--- config.mk ---
export PLATFORM = sky130hd
export DESIGN_NAME = uart_transmitter
export DESIGN_NICKNAME = d
export VERILOG_FILES = /design/src/rtl/uart_transmitter.sv
export SDC_FILE = /design/constraint.sdc
export NUM_CORES = 1
export LEC_CHECK = 0
export CAP_MARGIN = 20
export CORE_ASPECT_RATIO = 2
export CORE_MARGIN = 5
export CORE_UTILIZATION = 55
export DETAILED_ROUTE_END_ITERATION = 7
export PLACE_DENSITY = 0.79
export SLEW_MARGIN = 20
export SYNTH_ARGS = -nofsm -noshare
export SYNTH_HDL_FRONTEND = slang
export SYNTH_SLANG_ARGS = --single-unit
export TNS_END_PERCENT = 10
--- constraint.sdc ---
create_clock -name clk -period 2.3 [get_ports clk]
set_clock_uncertainty 0.15 [all_clocks]
set_input_delay 0.23 -clock clk [delete_from_list [all_inputs] [get_ports clk]]
set_output_delay 0.23 -clock clk [all_outputs]
set_load 0.02 [all_outputs]
--- src/rtl/uart_transmitter.sv ---
// UART transmitter: one start bit, DATA_WIDTH data bits LSB-first, optional parity, one stop bit.
// Each bit is held for `prescale` clocks. The configuration is captured when a word is accepted.
module uart_transmitter #(
    parameter int DATA_WIDTH = 8
) (
    input  logic                  clk,
    input  logic                  reset,
    input  logic                  parity_type,
    input  logic                  parity_enable,
    input  logic [5:0]            prescale,
    input  logic                  data_valid,
    input  logic [DATA_WIDTH-1:0] parallel_data,
    output logic                  serial_data_out,
    output logic                  busy
);
    localparam int IW = (DATA_WIDTH > 1) ? $clog2(DATA_WIDTH) : 1;
    localparam logic [IW-1:0] LAST_IDX = IW'(DATA_WIDTH - 1);

    typedef enum logic [2:0] {IDLE, START, DATA, PARITY, STOP} state_t;

    state_t                state;
    logic [5:0]            timer;
    logic [5:0]            bit_last;
    logic [IW-1:0]         bit_idx;
    logic [DATA_WIDTH-1:0] shreg;
    logic                  par_en;
    logic                  par_bit;
    logic                  bit_done;

    assign bit_done = (timer == bit_last);

    always_ff @(posedge clk) begin
        if (reset) begin
            state           <= IDLE;
            timer           <= '0;
            bit_last        <= '0;
            bit_idx         <= '0;
            shreg           <= '0;
            par_en          <= 1'b0;
            par_bit         <= 1'b0;
            serial_data_out <= 1'b1;
            busy            <= 1'b0;
        end else begin
            case (state)
                IDLE: begin
                    serial_data_out <= 1'b1;
                    busy            <= 1'b0;
                    timer           <= '0;
                    bit_idx         <= '0;
                    if (data_valid) begin
                        // Parity is resolved here so later input changes cannot reach the frame.
                        shreg           <= parallel_data;
                        par_en          <= parity_enable;
                        par_bit         <= (^parallel_data) ^ parity_type;
                        bit_last        <= (prescale == 6'd0) ? 6'd0 : prescale - 6'd1;
                        state           <= START;
                        serial_data_out <= 1'b0;
                        busy            <= 1'b1;
                    end
                end
                START: begin
                    if (bit_done) begin
                        timer           <= '0;
                        bit_idx         <= '0;
                        serial_data_out <= shreg[0];
                        shreg           <= shreg >> 1;
                        state           <= DATA;
                    end else begin
                        timer <= timer + 6'd1;
                    end
                end
                DATA: begin
                    if (bit_done) begin
                        timer <= '0;
                        if (bit_idx == LAST_IDX) begin
                            bit_idx <= '0;
                            if (par_en) begin
                                serial_data_out <= par_bit;
                                state           <= PARITY;
                            end else begin
                                serial_data_out <= 1'b1;
                                state           <= STOP;
                            end
                        end else begin
                            bit_idx         <= bit_idx + 1'b1;
                            serial_data_out <= shreg[0];
                            shreg           <= shreg >> 1;
                        end
                    end else begin
                        timer <= timer + 6'd1;
                    end
                end
                PARITY: begin
                    if (bit_done) begin
                        timer           <= '0;
                        serial_data_out <= 1'b1;
                        state           <= STOP;
                    end else begin
                        timer <= timer + 6'd1;
                    end
                end
                STOP: begin
                    if (bit_done) begin
                        timer           <= '0;
                        serial_data_out <= 1'b1;
                        busy            <= 1'b0;
                        state           <= IDLE;
                    end else begin
                        timer <= timer + 6'd1;
                    end
                end
                default: begin
                    state           <= IDLE;
                    timer           <= '0;
                    serial_data_out <= 1'b1;
                    busy            <= 1'b0;
                end
            endcase
        end
    end
endmodule
# Word-level counts from Yosys, hierarchy flattened
# Index checks and enable logic that the tools add are counted.
[word_totals]
register_bits = 30
inputBits = 19
output_inout_bits = 2
wordCells = 70
[classes]
n_addsub = 3
eq_ne = 14
n_mux = 27
n_bitwise = 3
reduce_logical = 14
[ops]
columns = ["operator", "count"]
rows = [
  ["$mux 8", 4],
  ["$mux 3", 9],
  ["$pmux 8 s3", 1],
  ["$pmux 3 s5", 1],
  ["$ne 2x2->1 const B", 7],
  ["$pmux 3 s3", 1],
  ["$mux 1", 8],
  ["$reduce_xor 8->1", 1],
  ["$add 6x1->6 const B", 1],
  ["$eq 3x2->1 const B", 2],
  ["$eq 3x3->1 const B", 2],
  ["$eq 6x6->1", 1],
  ["$logic_not 6->1", 1],
  ["$mux 6", 1],
  ["$reduce_and 3->1", 2],
  ["$reduce_and 6->1", 1],
  ["$reduce_or 3->1", 2],
  ["$sub 6x1->6 const B", 1],
  ["$reduce_and 5->1", 1],
  ["$pmux 1 s4", 1],
  ["$reduce_and 2->1", 2],
  ["$reduce_or 4->1", 1],
  ["$add 3x1->3 const B", 1],
  ["$eq 3x1->1 const B", 1],
  ["7 further kinds", 8],
]

# Longest topological paths before layout
# Gate-level depths: netlist of run 1.
[logic_depth]
word_depth = 4
ltp_mapped = 8
depth_no_buf = 7

# Worst setup path before layout of run 1
# OpenSTA, ideal clock, no wires.
[synth_path]
path_kind = "flip-flop to flip-flop"
startpoint = "register bit_idx[0]"
endpoint = "register shreg[5]"
setup_ps = 91
arrival_time_ps = 1728
required_time_ps = 2059
setup_slack_ps = 331
path_stages_with_launch = 9
path_buffers = 1
period_less_slack_ps = 1969
path_cell_list = "dfxtp_1 > ha_1 > ha_1 > nor2_1 > nand2_1 > a21oi_1 > buf_2 > a21oi_1 > a311oi_1"
[synth_via]
elab_chain_cells = 3
[synth_rtl]
columns = ["element", "line_no", "text"]
rows = [
  ["from (decl)", "24", "logic [IW-1:0] bit_idx;"],
  ["from (signal assigned)", "85", "bit_idx <= bit_idx + 1'b1;"],
  ["$eq 3x3->1", "75", "if (bit_idx == LAST_IDX) begin"],
  ["$ne 2x2->1 (no line)", "n/a", ""],
  ["$reduce_and 5->1 (no line)", "n/a", ""],
  ["to (signal assigned)", "52", "shreg <= parallel_data;"],
  ["to (signal assigned)", "66", "shreg <= shreg >> 1;"],
  ["to (signal assigned)", "87", "shreg <= shreg >> 1;"],
  ["to (decl)", "25", "logic [DATA_WIDTH-1:0] shreg;"],
]
# Every way passes these cells.
# A chain may end at the register's enable or synchronous reset.

# Worst setup path in the final report of run 1
[layout_path]
startpoint = "register bit_idx[0]"
endpoint = "register shreg[4]"
# The elaborated chain is that of the path after synthesis.

==> results of run 1 <==
[synthesized netlist by cell type, drive strengths merged (2+ instances only)]
cell / n / area (um2)
o22ai: 2 / 12.5
o31ai: 2 / 15.0
nor3: 2 / 10.0
mux2i: 9 / 90.1
xor2: 7 / 68.8
clkbuf: 3 / 12.5
or3: 2 / 12.5
nor2: 25 / 104
nor2b: 2 / 12.5
buf: 6 / 40.0
nand3: 4 / 20.0
ha: 5 / 62.6
nand4: 3 / 18.8
inv: 7 / 26.3
o21a: 2 / 15.0
xnor2: 14 / 123
a21oi: 16 / 80.1
nand2: 15 / 63.8
a311oi: 7 / 61.3
o21ai: 5 / 28.8
or2: 3 / 21.3
dfxtp: 30 / 601
a22oi: 6 / 45.0
[worst paths after layout]
path                            cells after the start        to  startpoint  slack (ns)
worst max-delay path                                8  shreg[4]  bit_idx[0]        0.31
worst min-delay path                                1  timer[0]    timer[0]        0.34
worst max register to register                      8  shreg[4]  bit_idx[0]        0.31
worst min register to register                      1  timer[0]    timer[0]        0.34
[metal layers]
layer | up-vias | part of all wire | wire length [um]
li1 | 724 | - | -
met2 | 51 | 0.56 | 2150
met3 | 12 | 0.041 | 155
met4 | 0 | 0.032 | 121
met1 | 706 | 0.36 | 1380
met5 | - | 0 | 0
[power groups by stage]
stage / Sequential [mW] / Clock [mW] / Combinational, mW
final: 0.779 / 0.498 / 1.08
after global routing: 0.798 / 0.536 / 1.20
after CTS: 0.775 / 0.502 / 1.08
after detailed placement: 0.785 / 0 / 1.07
after global placement: 0.777 / 0 / 1.03
after floorplan: 0.730 / 0 / 0.892
[logic make-up after synthesis]
logic type / after synthesis
and+or+nand+nor: 61
AOI/OAI and AO/OA: 48
DFF: 30
xor gates and xnor gates: 22
buffers and inverters: 16
muxes: 9
adders and majority gates: 5
[flip-flops by register name, summed over array words and instances, names as in the netlist]
register / cells
serial_data_out: 1
bit_last: 6
par_bit: 1
par_en: 1
timer: 6
busy: 1
bit_idx: 3
state: 3
shreg: 8
[critical path, cell delays in order, from the launching register on]
cell and delay, ns:
dfxtp_1 0.33, ha_1 0.21, ha_1 0.23, nor2_1 0.17
nand2_1 0.10, a21oi_1 0.16, buf_4 0.21, a21oi_1 0.09
a311oi_1 0.25
[through the flow]
step           utilization  hold slack, ns  std cells  instance area [um2]
3_5_place_dp         0.646           0.326        237                 1900
5_1_grt              0.684           0.361        245                 2010
6_report             0.684           0.339        245                 2010
2_1_floorplan            -           0.227        191                 1680
3_3_place_gp         0.646           0.314        237                 1900
4_1_cts              0.684           0.334        245                 2010
[layout make-up]
type	instances	area, um2
fillers	240	931
inverters	7	26.3
flip-flops and latches	30	601
clock buffers	8	110
repair buffers	25	238
well taps	30	37.5
multi-input cells	145	1000
==> impl_metrics.yaml, run 1 <==
drt:
  vias: 1493
  vias_per_cell: 6.09
  drc: 0
  final_antenna_net_count: 0
  routed_wl_um: 3800
  first_pass_iters: 4
  avgRoutedWirePerCell_um: 15.5
  drtIter0Drc: 34
placed_design:
  pre_cts_ws_ns: 0.377
  dp_hpwl_um: 2900
  io_buffers: 20
  gp_congestion: 0.825
global_route:
  grt_util_all_layers: 0.197
  grtUsageMet2: 0.377
  grt-ovfl-total: 0
  grt_start_max_net_pins: 24
  use_met1: 0.179
  grt_pass1_wl_um: 6560
  antenna_found_initial: 0
  use_met3: 0.0443
  grt_busiest_layer: "met2"
  grt_pass1_vias: 1491
clock_network:
  htreeDepth: 2
  cts_setup_buffers: 0
  clockBufferDepth: 2
  cts.clk_slew.worst_paths_ns: 0.07
  clock_sinks: 30
  cts_resized: 0
  clk_latency_ns: 0.29
  cts_hold_buf: 0
  cts_buffers: 5
  cts_root_buf: "clkbuf_8"
  cts_tree: "done"
floorplan:
  initial_core_util: 0.571
  fp-row-count: 28
  die_w_um: 49.1
  fp.coreArea_mm2: 0.00294
  io_pins: 21
  die_area_mm2: 0.00433
  die_h_um: 88.1
flow_run:
  maxCapViolCount: 0
synthesis:
  synth-edff-count: 0
  synth_compound_area_frac: 0.196
  synth_fa_ha_area_frac: 0.0373
  syn_nets: 215
  synth_area_mm2: 0.00168
  synth-simple-area-share: 0.181
  synthDistinctLibCells: 45
  synth_warnings: 0
  syn_inst: 191
  syn_area_per_cell_um2: 8.79
  synthArstFlopShare: 0
  ys_seq_elements: 30
  yosys-mux-area-fraction: 0.0537
  synth-main-ff-cell: "dfxtp_1"
  synth-xor-area-share: 0.127
  synth_top_family_by_area: "compound AO/OA/AOI/OAI gates"
  ys_seq_area_frac: 0.358
timing:
  maxSlewViolCount: 0
  hold_viol: 0
  relSlewSlack: 0.647
  finalCritPeriodShare: 0.867
  max_freq_ghz: 0.502
  worstMarginPinSlew_ns: 0.529
  setup_slack_ns: 0.306
  setup-violations-final: 0
  grt_setup_unrepaired: "false"
  setup-tns-final_ns: 0
  period_needed_ns: 1.99
power:
  comb_power_share: 0.459
  pwr-share-seq: 0.330
  switching_power_uw: 916
  clkPwrFrac: 0.211
  swShare: 0.388
  cellLeakagePower_nw: 0.797
  power_density_mw_per_mm2: 1170
  ir_worst_vdd_v: 0.000705
  power.internal_mw: 1.44
  power_mw: 2.36
setup_path:
  endpoint_kind: "flop"
  critPathKind: "reg -> reg"
  worstSetupStartpointType: "flop"
  cp.required_ns: 2.34
  critPathArrivalTime_ns: 2.03
  cp_max_fo: 16
layout:
  num_antenna_cells: 0
  final_cell_mix: "dfxtp_1, nor2_1, clkdlybuf4s50_1, a21oi_1"
  areaGrowthSynthToFinish_pct: 19.8
  final_layout_size_suffix_gt1_frac: 0.121
  final_common_cell: "dfxtp_1"
  final_nets: 238
min_path:
  hp-class: "reg -> reg"
status:
  outcome: "finished clean"
Note: power is estimated with default switching activity, not from simulation.
==> inputs of run 2 (changes only) <==
Settings changed: SLEW_MARGIN 20 to 0.
==> results of run 2 <==
No change in the layout: final DEF, timing and power equal those of run 1.
